## config.mk

```make
export PLATFORM = sky130hd
export DESIGN_NAME = mul_or_div
export DESIGN_NICKNAME = d
export VERILOG_FILES = /design/src/rtl/mul_or_div.sv
export SDC_FILE = /design/constraint.sdc
export NUM_CORES = 1
export LEC_CHECK = 0
export CAP_MARGIN = 30
export CORE_UTILIZATION = 48
export CTS_CLUSTER_DIAMETER = 60
export DETAILED_ROUTE_END_ITERATION = 8
export PLACE_DENSITY = 0.76
export SYNTH_ARGS = -nofsm -noshare
export SYNTH_HDL_FRONTEND = slang
export SYNTH_SLANG_ARGS = --single-unit
```

## constraint.sdc

```tcl
create_clock -name clock -period 2.6 [get_ports clock]
set_input_delay 0.26 -clock clock [delete_from_list [all_inputs] [get_ports clock]]
set_output_delay 0.26 -clock clock [all_outputs]
set_load 0.02 [all_outputs]
```

## src/rtl/mul_or_div.sv

```systemverilog
// mul_or_div: sequential unsigned 32x32 multiplier / 64-by-32 divider.
//
// One shared datapath (hi/lo shift register pair plus a 33-bit adder or
// subtractor) runs 32 iterations per operation, one bit per clock. A start
// pulse in IDLE or DONE latches the operands. The 64-bit result appears
// 33 cycles later together with a level valid flag.
//
// Build option:
//   MUL_OR_DIV_DIVIDE_EN  defined     -> divide path present, muordi selects
//                                        0 = multiply, 1 = divide.
//                         not defined -> multiply only, muordi ignored.
//
// Datapath usage
//   multiply: hi = running upper partial product, lo = multiplier bits still
//             to be consumed, with product bits shifting in from the top.
//             After 32 steps {hi, lo} is the full 64-bit product.
//   divide:   hi = running remainder, lo = dividend bits still to be consumed,
//             with quotient bits shifting in from the bottom.
//             After 32 steps hi is the remainder and lo is the quotient.
//
// Divide overflow (divisor zero, or dividend[63:32] >= divisor) is detected
// when the operands are latched. The operation still runs the full 32
// iterations so the timing does not depend on the data, and the final
// result is forced to all ones.

`timescale 1ns/1ps

module mul_or_div (
    input  logic        clock,
    input  logic        reset,
    input  logic [31:0] opera1,
    input  logic [63:0] opera2,
    input  logic        muordi,
    input  logic        start,
    output logic [63:0] result,
    output logic        valid
);

    localparam logic [1:0] ST_IDLE = 2'd0;
    localparam logic [1:0] ST_BUSY = 2'd1;
    localparam logic [1:0] ST_DONE = 2'd2;

    localparam logic [5:0]  LAST_ITER = 6'd32;
    localparam logic [63:0] ALL_ONES  = 64'hFFFF_FFFF_FFFF_FFFF;

    // One shift-add multiply iteration. The lsb of lo decides whether the
    // multiplicand is added into hi. The 33-bit sum and lo then shift right
    // by one bit together.
    function automatic logic [63:0] mul_step(input logic [31:0] hi,
                                             input logic [31:0] lo,
                                             input logic [31:0] a);
        logic [32:0] sum;
        if (lo[0]) begin
            sum = {1'b0, hi} + {1'b0, a};
        end else begin
            sum = {1'b0, hi};
        end
        return {sum[32:1], sum[0], lo[31:1]};
    endfunction

`ifdef MUL_OR_DIV_DIVIDE_EN
    // One restoring-divide iteration. The remainder and the dividend shift
    // left by one bit together, and the divisor is subtracted only when it
    // fits. The remainder stays below the divisor, so the shifted value fits
    // in 33 bits and the difference fits in 32 bits.
    function automatic logic [63:0] div_step(input logic [31:0] hi,
                                             input logic [31:0] lo,
                                             input logic [31:0] a);
        logic [32:0] rem;
        logic [31:0] diff;
        rem  = {hi, lo[31]};
        diff = rem[31:0] - a;
        if (rem >= {1'b0, a}) begin
            return {diff, lo[30:0], 1'b1};
        end else begin
            return {rem[31:0], lo[30:0], 1'b0};
        end
    endfunction
`endif

    logic [1:0]  state_q,  state_d;
    logic [5:0]  cnt_q,    cnt_d;
    logic [31:0] opa_q,    opa_d;
    logic [31:0] hi_q,     hi_d;
    logic [31:0] lo_q,     lo_d;
    logic        div_q,    div_d;
    logic        ovf_q,    ovf_d;
    logic [63:0] result_q, result_d;
    logic        valid_q,  valid_d;

    logic [63:0] step_s;
    logic        div_sel_s;
    logic        ovf_start_s;

`ifdef MUL_OR_DIV_DIVIDE_EN
    assign div_sel_s   = muordi;
    assign ovf_start_s = muordi & (opera2[63:32] >= opera1);
    assign step_s      = div_q ? div_step(hi_q, lo_q, opa_q)
                               : mul_step(hi_q, lo_q, opa_q);
`else
    logic unused_s;
    assign div_sel_s   = 1'b0;
    assign ovf_start_s = 1'b0;
    assign step_s      = mul_step(hi_q, lo_q, opa_q);
    assign unused_s    = ^{muordi, opera2[63:32], div_q};
`endif

    // Next-state logic: accept operands, iterate, then finalise the result.
    always_comb begin
        state_d  = state_q;
        cnt_d    = cnt_q;
        opa_d    = opa_q;
        hi_d     = hi_q;
        lo_d     = lo_q;
        div_d    = div_q;
        ovf_d    = ovf_q;
        result_d = result_q;
        valid_d  = valid_q;
        case (state_q)
            ST_IDLE, ST_DONE: begin
                if (start) begin
                    opa_d   = opera1;
                    hi_d    = div_sel_s ? opera2[63:32] : 32'd0;
                    lo_d    = opera2[31:0];
                    div_d   = div_sel_s;
                    ovf_d   = ovf_start_s;
                    cnt_d   = 6'd0;
                    valid_d = 1'b0;
                    state_d = ST_BUSY;
                end else begin
                    state_d = state_q;
                end
            end
            ST_BUSY: begin
                if (cnt_q != LAST_ITER) begin
                    hi_d     = step_s[63:32];
                    lo_d     = step_s[31:0];
                    result_d = step_s;
                    cnt_d    = cnt_q + 6'd1;
                end else begin
                    result_d = ovf_q ? ALL_ONES : {hi_q, lo_q};
                    valid_d  = 1'b1;
                    state_d  = ST_DONE;
                end
            end
            default: begin
                valid_d = 1'b0;
                state_d = ST_IDLE;
            end
        endcase
    end

    // State register with asynchronous active-low reset clearing everything.
    always_ff @(posedge clock or negedge reset) begin
        if (!reset) begin
            state_q  <= ST_IDLE;
            cnt_q    <= 6'd0;
            opa_q    <= 32'd0;
            hi_q     <= 32'd0;
            lo_q     <= 32'd0;
            div_q    <= 1'b0;
            ovf_q    <= 1'b0;
            result_q <= 64'd0;
            valid_q  <= 1'b0;
        end else begin
            state_q  <= state_d;
            cnt_q    <= cnt_d;
            opa_q    <= opa_d;
            hi_q     <= hi_d;
            lo_q     <= lo_d;
            div_q    <= div_d;
            ovf_q    <= ovf_d;
            result_q <= result_d;
            valid_q  <= valid_d;
        end
    end

    assign result = result_q;
    assign valid  = valid_q;

endmodule

```

==> results.md <==
- Status: complete, but fails checks
- Failing checks: negative setup slack
- Register area share after synthesis: 0.464
- Final Hold Viols: 0
- Synth Instances: 1034
- Drt pass-1 iters: 8
- Crit path required time: between 2 and 3 ns
- Mux contribution to synthesized area: 0.0577
- HPWL after DPL: 16800 µm
- Clock power share: 0.127
- First-pass GRT wire length: 41700 µm
- Setup TNS: -2.95 ns
- DRC viols: 0
- Startpoint types: register
- Largest family of logic cells by synthesized area: simple AND/OR/NAND/NOR gates
- Sink Count: 168
- Synth Area in Compound Gates: 0.172
- Cell area after layout: 12200 µm²
- Core area: ~18000 µm²
- DRT iter0 DRCs: 591
- Final Non-Filler Cells: 1475
- Post-Route WL: 25600 µm
- Dpl ws: -0.232 ns
- Final ANT Viol Nets: 0
- CP max-delay cell: a2111o_1
- Switching power: 8.87 mW
- Gpl congestion: 0.930
- H-tree depth: 4
- Sequential share of power: 0.251
- Fin. max-slew vios: 0
- Avg Synthesized Cell Area: ~8.8 µm²
- Critical path's largest stage delay: 0.42 ns
- PwrDens: approximately 1600 nW/µm²
- Ys async rst share: 1.00
- Max cap viols: 0
- Fin crit share: 1.09
- TritonCTS clock tree: built
- Max VDD drop: 0.907 mV
- CTS buffer count: 17
- Nets: 1368
- FP Rows: a little under 50
- Vias in the first global route: 8112
- Boundary pin count: between 150 and 200
- Hold Path Class: in -> async
- Fin crit period: 2.82 ns
- Area grow syn2layout: 35.0%
- Library cells used by synthesis: 53
- CP Capture Type: register
- Area after DPL: 11200 µm²
- Largest net degree at the start of global routing: 130
- # fillers: 1498
- Root Buffer Master: clkbuf_16
- Antenna diode count: 0
- Dpl cells: about 1400
- Die height: roughly 140 µm
- Reg-to-Reg Start: opa_q[0]
- Worst r2r path cells: 11
- Worst Skew: 0.00924 ns
- Crit-path max FO: 3
- Share of layout cells above drive strength 1: 0.169
- Gate power share: 0.622
- Worst slew margin: 0.488
- Clk slew on worst S/H paths: 0.07 ns
- Warnings from Yosys: 0
- Clock Latency Late Sink: 0.44 ns
- Initial cell density of the core: 0.496
- Synth Flop Type: dfrtp_1
- Max clock buf depth: 2
- FF+latch count, synth: roughly 170
- Post-layout util: 0.670
- R2r endpoint: result[49]
- Routed via count: roughly 8300
- Mapped Nets: 1169
- Worst Max-Slew Pin Slew: 0.768 ns
- Post-Synth XOR/XNOR Area: 0.0251
- WL per Instance: 17.3 µm
- Int Power: 11.2 mW
- Die width: 139 µm
- Worst hold slack: 0.288 ns
- Setup Viol. Count Final: 27
- Initial antenna violation count: 0
- Die Area: 19400 µm²
- Simple-Gate Fraction of Synth Area: 0.200
- Tot Pwr: 20.1 mW
- FMAX: 0.354 GHz
- Post-synth EDFFs: 0
- Crit path DAT: roughly 3.2 ns
- Via/cell ratio: 5.61
- Leakage power: about 5.7 nW
- Sw frac: 0.442
- GRT Total Usage: 0.271
- Crit path cell chain: ha_2 -> fa_2 -> a21o_1 -> a221o_1 -> a2111o_1 -> nand2_2 -> buf_12 -> o21ai_4 -> mux2i_1 -> o21ai_1 -> a211o_1
- Adder-cell share of the synthesized area: 0.0491
- RSZ-0062 raised after global routing: yes
- Post-Syn Area: 9070 µm²
- Final worst slack: -0.223 ns
- WS Path Type: reg -> reg
- Total grt overflow: 0
- Port buffer count: 131
- R2r setup slk: -0.22 ns
Yosys cell counts, types with 2 or more instances:
cell type / count / area [µm²]
nand2_1: 261 / 980
dfrtp_1: 168 / 4200
nor2_1: 76 / 285
o21ai_0: 64 / 320
clkbuf_1: 58 / 218
a21oi_1: 50 / 250
mux2i_1: 50 / 500
ha_1: 34 / 425
a31oi_1: 32 / 200
a21o_1: 29 / 218
and3_1: 26 / 163
nand3_1: 21 / 105
nand4_1: 15 / 93.8
xnor2_1: 15 / 131
a211o_1: 13 / 114
o211ai_1: 12 / 90.1
xor2_1: 11 / 96.3
buf_1: 10 / 37.5
a211oi_1: 9 / 67.6
inv_1: 9 / 33.8
nor3_1: 8 / 40.0
o22ai_1: 8 / 50.1
nand2b_1: 5 / 31.3
o21bai_1: 5 / 37.5
nor2b_1: 4 / 25.0
o31ai_1: 4 / 30.0
or3_1: 3 / 18.8
a21boi_0: 2 / 15.0
a221o_1: 2 / 20.0
and4_1: 2 / 17.5
buf_2: 2 / 10.0
mux2_2: 2 / 22.5
nor4_1: 2 / 12.5
o21ai_1: 2 / 10.0
o221ai_1: 2 / 17.5
worst max path at each step:
| stage | cells past startpoint | start | endpoint |
|---|---|---|---|
| 5_1_grt | 11 | opa_q[0] | result[45] |
| 6_report | 11 | opa_q[0] | result[49] |
| 3_5_place_dp | 10 | opa_q[0] | result[49] |
| 4_1_cts | 11 | opa_q[0] | result[45] |
| 3_3_place_gp | 10 | opa_q[0] | result[49] |
| 2_1_floorplan | 10 | hi_q[0] | result[61] |
worst max-delay path, delay by kind of cell, from the launching register on:
kind                     cells  cell delay (ns)
AND/OR/NAND/NOR              1             0.12
adder cells (fa/ha/maj)      2             0.54
multiplexers                 1             0.18
flip-flops                   1             0.39
AO/OA/AOI/OAI                6             1.35
buffers and inverters        1             0.13
cells by family after synthesis:
group | Yosys count
flip-flops | 168
XOR/XNOR | 26
adder cells (fa/ha/maj) | 35
AO/OA/AOI/OAI | 245
multiplexers | 52
AND/OR/NAND/NOR | 428
buffers and inverters | 80
power groups by stage:
| stage | sequential (mW) | clock, mW | combinational (mW) |
|---|---|---|---|
| after global placement | 5.00 | 0 | 11.0 |
| after CTS | 5.02 | 2.58 | 11.8 |
| after floorplan | 5.46 | 0 | 6.35 |
| after global routing | 5.19 | 2.72 | 13.6 |
| final | 5.03 | 2.55 | 12.5 |
| after detailed placement | 5.04 | 0 | 11.2 |
placed cells by master, fill, tap and decap left out, drive strengths merged, types with 5 or more instances in the layout:
master / count
buf: 119
xnor2: 15
a211oi: 9
a21oi: 50
dfrtp: 168
nand2: 261
nand4: 15
clkdlybuf4s50: 130
o22ai: 8
clkbuf: 17
xor2: 11
a31oi: 32
o21ai: 66
nand3: 21
mux2i: 50
o211ai: 12
o21bai: 5
nand2b: 5
a21o: 29
and3: 26
a211o: 13
ha: 34
nor2: 76
inv: 18
nor3: 8
layer usage:
metal / vias up / part of all wire / global-route usage
li1: 4023 / - / -
met1: 3986 / 0.45 / 0.371
met2: 226 / 0.48 / 0.439
met3: 35 / 0.051 / 0.0544
met4: 0 / 0.015 / 0.0725
met5: - / 0 / 0
repair_timing:
action                                  in CTS  in global routing
setup buffers                                9                  7
hold endpoints to repair                    36                  0
endpoints found under the setup margin      38                 40
cloned                                       0                  0
resized for setup                           25                 46
hold buffers                                 1                  0
pin swaps                                   20                 36
area by class of cell:
| class | instances | area [µm²] | share of cell area |
|---|---|---|---|
| multi-input cells | 786 | 4870 | 0.397 |
| flip-flops and latches | 168 | 4210 | 0.343 |
| repair buffers | 250 | 2270 | 0.185 |
| clock buffers | 17 | 425 | 0.0347 |
| inverters | 10 | 37.5 | 0.00307 |
| clock inverters | 15 | 155 | 0.0127 |
| well taps | 229 | 287 | 0.0234 |
sequential cells by signal, summed over array words and instances, names as in the netlist:
name and count:
cnt_q 6, hi_q 32, lo_q 32, opa_q 32, state_q 2, result 64
(Power assumes the default switching activity.)
